===== src/rtl/pipe_skid_stage.sv =====
// pipe_skid_stage: valid/ready pipeline register with two-entry skid buffer, flush and saturating stall counter
module pipe_skid_stage #(
   parameter int unsigned WIDTH          = 32,
   parameter bit          CLEAR_ON_FLUSH = 1'b1,
   parameter int unsigned CNT_W          = 16
) (
   input  logic             clk,
   input  logic             reset,
   input  logic             flush,
   input  logic             in_valid,
   output logic             in_ready,
   input  logic [WIDTH-1:0] in_data,
   output logic             out_valid,
   input  logic             out_ready,
   output logic [WIDTH-1:0] out_data,
   output logic [1:0]       occupancy,
   output logic [CNT_W-1:0] stall_cnt
);
   typedef enum logic [1:0] {EMPTY = 2'd0, ONE = 2'd1, FULL = 2'd2} state_t;
   state_t           state_q, state_d;
   logic [WIDTH-1:0] main_q, main_d, skid_q, skid_d;
   logic [CNT_W-1:0] cnt_q, cnt_d;
   logic             in_fire, out_fire;
   // ready is pure state decode so downstream stalls never reach upstream combinationally
   assign in_ready  = (state_q != FULL) && !flush && !reset;
   assign out_valid = state_q != EMPTY;
   assign in_fire   = in_valid && in_ready;
   assign out_fire  = out_valid && out_ready;
   assign out_data  = main_q;
   assign occupancy = state_q;
   assign stall_cnt = cnt_q;
   always_comb begin
      state_d = state_q;
      main_d  = main_q;
      skid_d  = skid_q;
      cnt_d   = (out_valid && !out_ready && cnt_q != '1) ? cnt_q + CNT_W'(1) : cnt_q;
      if (flush) begin
         state_d = EMPTY;
         main_d  = CLEAR_ON_FLUSH ? '0 : main_q;
         skid_d  = CLEAR_ON_FLUSH ? '0 : skid_q;
      end else begin
         case (state_q)
            EMPTY: begin
               main_d  = in_fire ? in_data : main_q;
               state_d = in_fire ? ONE : EMPTY;
            end
            ONE: begin
               main_d  = (in_fire && out_fire) ? in_data : main_q;
               skid_d  = (in_fire && !out_fire) ? in_data : skid_q;
               state_d = (in_fire && !out_fire) ? FULL : (out_fire && !in_fire) ? EMPTY : ONE;
            end
            FULL: begin
               main_d  = out_fire ? skid_q : main_q;
               state_d = out_fire ? ONE : FULL;
            end
            default: state_d = EMPTY;
         endcase
      end
   end
   always_ff @(posedge clk) begin
      if (reset) begin
         state_q <= EMPTY;
         main_q  <= '0;
         skid_q  <= '0;
         cnt_q   <= '0;
      end else begin
         state_q <= state_d;
         main_q  <= main_d;
         skid_q  <= skid_d;
         cnt_q   <= cnt_d;
      end
   end
endmodule


===== config.mk =====
export PLATFORM = sky130hd
export DESIGN_NAME = pipe_skid_stage
export DESIGN_NICKNAME = d
export VERILOG_FILES = /design/src/rtl/pipe_skid_stage.sv
export SDC_FILE = /design/constraint.sdc
export NUM_CORES = 1
export LEC_CHECK = 0
export CORE_UTILIZATION = 44
export DETAILED_ROUTE_END_ITERATION = 6
export GPL_TIMING_DRIVEN = 0
export PLACE_DENSITY = 0.75
export SLEW_MARGIN = 20
export SYNTH_ARGS = -nofsm -noshare
export SYNTH_HDL_FRONTEND = slang
export SYNTH_SLANG_ARGS = --single-unit

===== constraint.sdc =====
create_clock -name clk -period 2.3 [get_ports clk]
set_input_delay 0.23 -clock clk [delete_from_list [all_inputs] [get_ports clk]]
set_output_delay 0.23 -clock clk [all_outputs]
set_load 0.01 [all_outputs]

==> results of run 1 <==
==> cells in the mapped netlist, types with 2 or more instances <==
cell type	instances	share of area, %
o21ai_0	7	0.97
clkbuf_1	15	1.6
nor2_1	8	0.83
o21a_1	3	0.62
buf_6	7	2.2
a21oi_1	43	5.9
o31ai_1	2	0.41
or3_1	7	1.2
buf_4	2	0.41
a211oi_1	33	6.8
o41ai_1	2	0.48
nor3_1	35	4.8
nand4_1	8	1.4
o311ai_0	2	0.48
ha_1	3	1.0
and4_1	2	0.48
nand3_1	3	0.41
nand2_1	71	7.3
inv_1	3	0.31
buf_2	7	0.97
mux2i_1	33	9.1
buf_1	3	0.31
nor2b_1	3	0.52
mux2_2	2	0.62
nor4_1	4	0.69
dfxtp_1	82	45
or2_2	3	0.52
==> power groups by stage <==
| stage | clock, mW | combinational [mW] | sequential (mW) |
|---|---|---|---|
| after global placement | 0 | 0.247 | 1.48 |
| after global routing | 1.19 | 0.293 | 1.45 |
| after detailed placement | 0 | 0.251 | 1.48 |
| final | 1.10 | 0.269 | 1.44 |
| after CTS | 1.11 | 0.255 | 1.44 |
| after floorplan | 0 | 0.112 | 1.48 |
==> final timing paths <==
| kind | start | to | slack, ns | cells after the start |
|---|---|---|---|---|
| min reg2reg | skid_q[19] | skid_q[19] | 0.46 | 2 |
| min | reset | stall_cnt[6] | 0.42 | 3 |
| max reg2reg | occupancy[0] | out_data[5] | 0.21 | 10 |
| max | flush | out_data[2] | 0.21 | 12 |
==> metal layers <==
layer,routed length [um],share of wire [%]
met1,3975,44
met2,4491,50
met3,410,4.5
met4,147,1.6
met5,0,0
==> worst max-delay path, cell delays in order <==
cell and delay (ns):
clkdlybuf4s50_1 0.43, or2_2 0.30, clkbuf_1 0.14, nor2b_2 0.16, and2_4 0.16, ha_1 0.14
nand2_2 0.06, a21oi_4 0.18, buf_4 0.15, buf_6 0.13, nor3_1 0.05, a211oi_1 0.21
==> what timing repair did <==
action / in CTS / in global routing
buffers inserted: 1 / 6
gates resized for setup: 7 / 33
endpoints found under the setup margin: 60 / 60
pin swaps: 0 / 3
==> kinds of logic after synthesis <==
logic type                 share of synthesized area [%]
and+or+nand+nor                                    20.92
AOI/OAI and AO/OA                                  17.24
DFF                                                45.23
buffers and inverters                              5.860
muxes                                              9.721
adders and majority gates                          1.034
==> cell usage in the layout, fill, tap and decap left out, types with 4 or more instances in the layout <==
master | synthesis | final
dfxtp_1 | 82 | 80
or3_1 | 7 | 7
a211oi_1 | 33 | 19
buf_4 | 2 | 8
clkbuf_2 | 1 | 4
nor4_1 | 4 | 4
a211oi_2 | 0 | 14
nor2_1 | 8 | 8
a21oi_1 | 43 | 43
clkbuf_1 | 15 | 8
o21ai_0 | 7 | 7
clkbuf_8 | 0 | 11
nor3_1 | 35 | 35
buf_2 | 7 | 6
nand2_1 | 71 | 69
clkdlybuf4s50_1 | 0 | 87
mux2i_1 | 33 | 33
nand4_1 | 8 | 8
buf_6 | 7 | 6
==> registers in the layout (all words and copies together) (netlist names) <==
signal / cells
out_data: 32
skid_q: 32
stall_cnt: 16
occupancy: 2
==> final cells by class <==
type / count / share of cell area (%)
clock inverters: 5 / 1.228
clock buffers: 11 / 3.033
well taps: 102 / 2.556
plain buffers: 32 / 4.236
multi-input cells: 290 / 37.29
flip-flops and latches: 82 / 32.93
repair buffers: 94 / 18.50
inverters: 3 / 0.2256
==> impl_metrics.ini, run 1 <==
[status]
status = completed

[clock_network]
cts_root_buffer = clkbuf_8
clkLatencyLatePin_ns = 0.34
clockBufferDepth = 2
cts.clk_slew.worst_paths_ns = 0.09
htreeDepth = 3
clock-sinks = 82
cts-buffers-inserted = 9
cts_hold_buffers = 0
cts_tree = built

[grt]
antenna_found_initial = 0
gr-total-overflow = 0
grt_pass1_wl_um = 14680
grt_pass1_vias = 3148
met1_usage_pct = 26.82
grt_usage_pct = 21.72
grt_max_degree = 15
busiest_layer = met2
grt_util_met2_pct = 37.50
grt_use_met3_pct = 3.284

[placement]
gp_congestion = 0.7958
pre_cts_ws_ns = -0.5118
port-buffer-count = 87
dpl_cell_area_um2 = 4629
placedCellCount = 599
dp_hpwl_um = 6400

[timing]
worst_pin_slew_ns = 0.6258
slew_headroom_pct = 58.28
maxSlewViolCount = 0
clock_skew_ns = 0.01172
setup-tns-final_ns = 0
period_needed_ns = 2.090
clock.fmax_ghz = 0.4785
setup_viol = 0
rsz0062_at_grt = no
whs_ns = 0.4158
final.setup.worst_slack_ns = 0.2101
hold_violations = 0
fin_crit_sh_pct = 90.86

[pwr]
power_frac_seq_pct = 51.4
switching_share_pct = 23.87
clock_power_share_pct = 39.0
leakagePower_nw = 1.867
vdd_drop_max_v = 0.0002982
power_density_nw_per_um2 = 563.1
internal_power_mw = 2.140
p_comb_share_pct = 9.6
switchingPower_mw = 0.6712
fin_total_pwr_mw = 2.811

[floorplanning]
ios = 89
die_area_um2 = 8616
fp-row-count = 32
die_y_um = 92.83
die_w_um = 92.83
start_util_pct = 46.25
core-area_um2 = 7848

[layout]
drive_gt1_share_pct = 15.47
ff_latch_area_um2 = 1644
antenna_cells = 0
nets = 552
areaGrowthSynthToFinish_pct = 37.54
fin_area_um2 = 4992
final_cell_count_no_fill = 619
multi_input_area_um2 = 1862
fillers = 704
final_core_util_pct = 63.62

[setup_path]
arrival_ns = 2.35
critPathKind = input pin to register
crit_fanout = 10
cp-start-kind = input pin
end_kind = register
required_ns = 2.56

[route]
drt-total-wl_um = 9025
firstDrtPassIters = 4
ant_nets = 0
drc = 0
drt_iter0_drc = 71
via_per_inst = 5.328
vias = 3298
drt-wirelength-per-cell_um = 14.58

[logic_synthesis]
syn_inst = 410
ys_warn_count = 0
synth_area_um2 = 3630
synth-seq-cells = 82
ys_types = 44
synth-main-ff-cell = dfxtp_1
syn_area_per_cell_um2 = 8.853
seq_area_frac_synth_pct = 45.23
syn-num-nets = 450
synthArstFlopShare_pct = 0
synth_edf_count = 0

[run]
max-cap-violations = 0

[worst_hold_path]
hold_path.class = input pin to register
Note: power is estimated with default switching activity, not from simulation.
==> run 2: changes to the inputs <==
CELL_PAD_IN_SITES_DETAIL_PLACEMENT = 1   (was unset)
CELL_PAD_IN_SITES_GLOBAL_PLACEMENT = 1   (was unset)
CORE_UTILIZATION = 37   (was 44)
PLACE_DENSITY = unset   (was 0.75)
PLACE_DENSITY_LB_ADDON = 0.1   (was unset)
clock period = 2.1 ns   (was 2.3 ns; I/O delays follow)
==> run 2 against run 1 <==
Final area rose by 3.8%. Cell count increased by 4.2%. Via count is 2.7% higher. Clock power is 18% higher. Global-route usage down 0.19 points. Routed wire length rose by 17%. Critical path depth fell by 1. Die area increased by 18%. Worst setup slack worse by 0.13 ns. Sequential power grew 10%. Clock skew is 0.00063 ns higher. Largest power group unchanged.
==> impl_metrics.ini, run 2 (synthesized netlist as in run 1, its figures left out) <==
[clock_network]
cts-buffers-inserted = 9
clkLatencyLatePin_ns = 0.36
cts_tree = built
cts_root_buffer = clkbuf_8
htreeDepth = 3
cts_hold_buffers = 0
cts.clk_slew.worst_paths_ns = 0.09
clock-sinks = 82
clockBufferDepth = 2

[layout]
drive_gt1_share_pct = 19.38
fillers = 1098
final_cell_mix = 87 x clkdlybuf4s50_1, 78 x dfxtp_1, 69 x nand2_1
layout_commonest_cell = clkdlybuf4s50_1
nets = 551
final_core_util_pct = 55.30
fin_area_um2 = 5182
multi_input_area_um2 = 1977
areaGrowthSynthToFinish_pct = 42.78
ff_latch_area_um2 = 1649
antenna_cells = 0

[timing]
maxSlewViolCount = 0
whs_ns = 0.3695
fin_crit_sh_pct = 96.12
rsz0062_at_grt = no
period_needed_ns = 2.019
worst_pin_slew_ns = 0.8086
clock_skew_ns = 0.01236
clock.fmax_ghz = 0.4954
slew_headroom_pct = 46.09
setup_viol = 0
hold_violations = 0

[pwr]
fin_total_pwr_mw = 3.209
leakagePower_nw = 1.908
power_density_nw_per_um2 = 619.2
vdd_drop_max_v = 0.0002819

[setup_path]
path_common_cell = buf_6
cpPeakStageDelay_ns = 0.34
crit_slowest_cell = dfxtp_2
cp-start-kind = register
critPathKind = register to register
crit_fanout = 6
worstPathCellList = buf_6 > or2b_1 > nor2b_4 > and2_4 > ha_4 > nand2_4 > a21oi_4 > or2_1 > buf_6 > clkbuf_16 > a211oi_2
end_kind = register
arrival_ns = 2.29
required_ns = 2.37

[floorplanning]
die_y_um = 101.0
ios = 89
die_area_um2 = 10210
start_util_pct = 38.73
fp-row-count = 35
die_w_um = 101.0
core-area_um2 = 9371

[placement]
dp_hpwl_um = 7271
port-buffer-count = 87
gp_congestion = 0.7759
dpl_cell_area_um2 = 4867

[route]
drc = 0
drt_iter0_drc = 31
ant_nets = 0
vias = 3387
drt-total-wl_um = 10600
drt-wirelength-per-cell_um = 16.43
via_per_inst = 5.251
firstDrtPassIters = 4

[grt]
grt_pass1_vias = 3520
grt_max_degree = 14
grt_usage_pct = 21.53
gr-total-overflow = 0
antenna_found_initial = 0
grt_pass1_wl_um = 17190

[run]
max-cap-violations = 0

[worst_hold_path]
hold_path.class = input pin to register

[status]
status = completed
## run 2: changes by cell type in the layout (fill, tap and decap cells not counted), moves of 2 or more
cell | before | now
a211oi_1 | 19 | 3
a211oi_2 | 14 | 30
buf_12 | 0 | 2
clkbuf_2 | 4 | 2
clkinv_2 | 0 | 2
clkinvlp_4 | 3 | 1
dfxtp_1 | 80 | 78
ha_1 | 3 | 1
## run 2: layout make-up
class / count / share of cell area [%]
inverter: 3 / 0.2173
sequential: 82 / 31.82
multi-input combinational: 290 / 38.15
tap: 129 / 3.114
buffer: 30 / 4.177
timing repair buffer: 95 / 18.30
clock inverter: 5 / 1.497
clock buffer: 11 / 2.728
## run 2: timing repair
item                       CTS  global route
gates resized for setup     11             9
pin swaps                    2             4
setup buffers                5             2
gates cloned                 0             1
setup endpoints to repair   68            70
## run 2: through the flow
stage / setup slack [ns] / setup TNS [ns] / std cells
global placement: -0.4269 / -25.83 / 626
CTS: -0.04842 / -0.04844 / 645
floorplan: -0.03376 / -1.001 / 410
global route: 0.003547 / 0 / 645
finish: 0.08149 / 0 / 645
detailed placement: -0.5118 / -29.04 / 626
## run 2: power breakdown
part / internal (mW) / switching, mW
combinational: 0.164 / 0.157
clock: 0.699 / 0.603
sequential: 1.57 / 0.0139
total: 2.43 / 0.775
## run 2: worst max-delay path, delay by kind of cell, from the launching register on
family / cells / cell delay (ns)
AOI/OAI and AO/OA: 2 / 0.25
buffers and inverters: 3 / 0.40
DFF: 1 / 0.34
adders and majority gates: 1 / 0.16
and+or+nand+nor: 5 / 0.80
## run 2: per-layer routing
layer | GRT usage (%) | vias up | part of all wire (%)
li1 | - | 1674 | -
met1 | 27.19 | 1634 | 47
met2 | 36.47 | 73 | 48
met3 | 5.756 | 6 | 4.1
met4 | 5.017 | 0 | 0.76
met5 | 0 | - | 0
## run 2: path summary, 6_finish.rpt
kind | slack [ns] | startpoint | to | depth (start not counted)
setup / recovery | 0.08 | occupancy[1] | out_data[10] | 11
hold / removal | 0.37 | reset | stall_cnt[6] | 3
setup reg to reg | 0.08 | occupancy[1] | out_data[10] | 11
hold reg to reg | 0.46 | skid_q[1] | skid_q[1] | 2
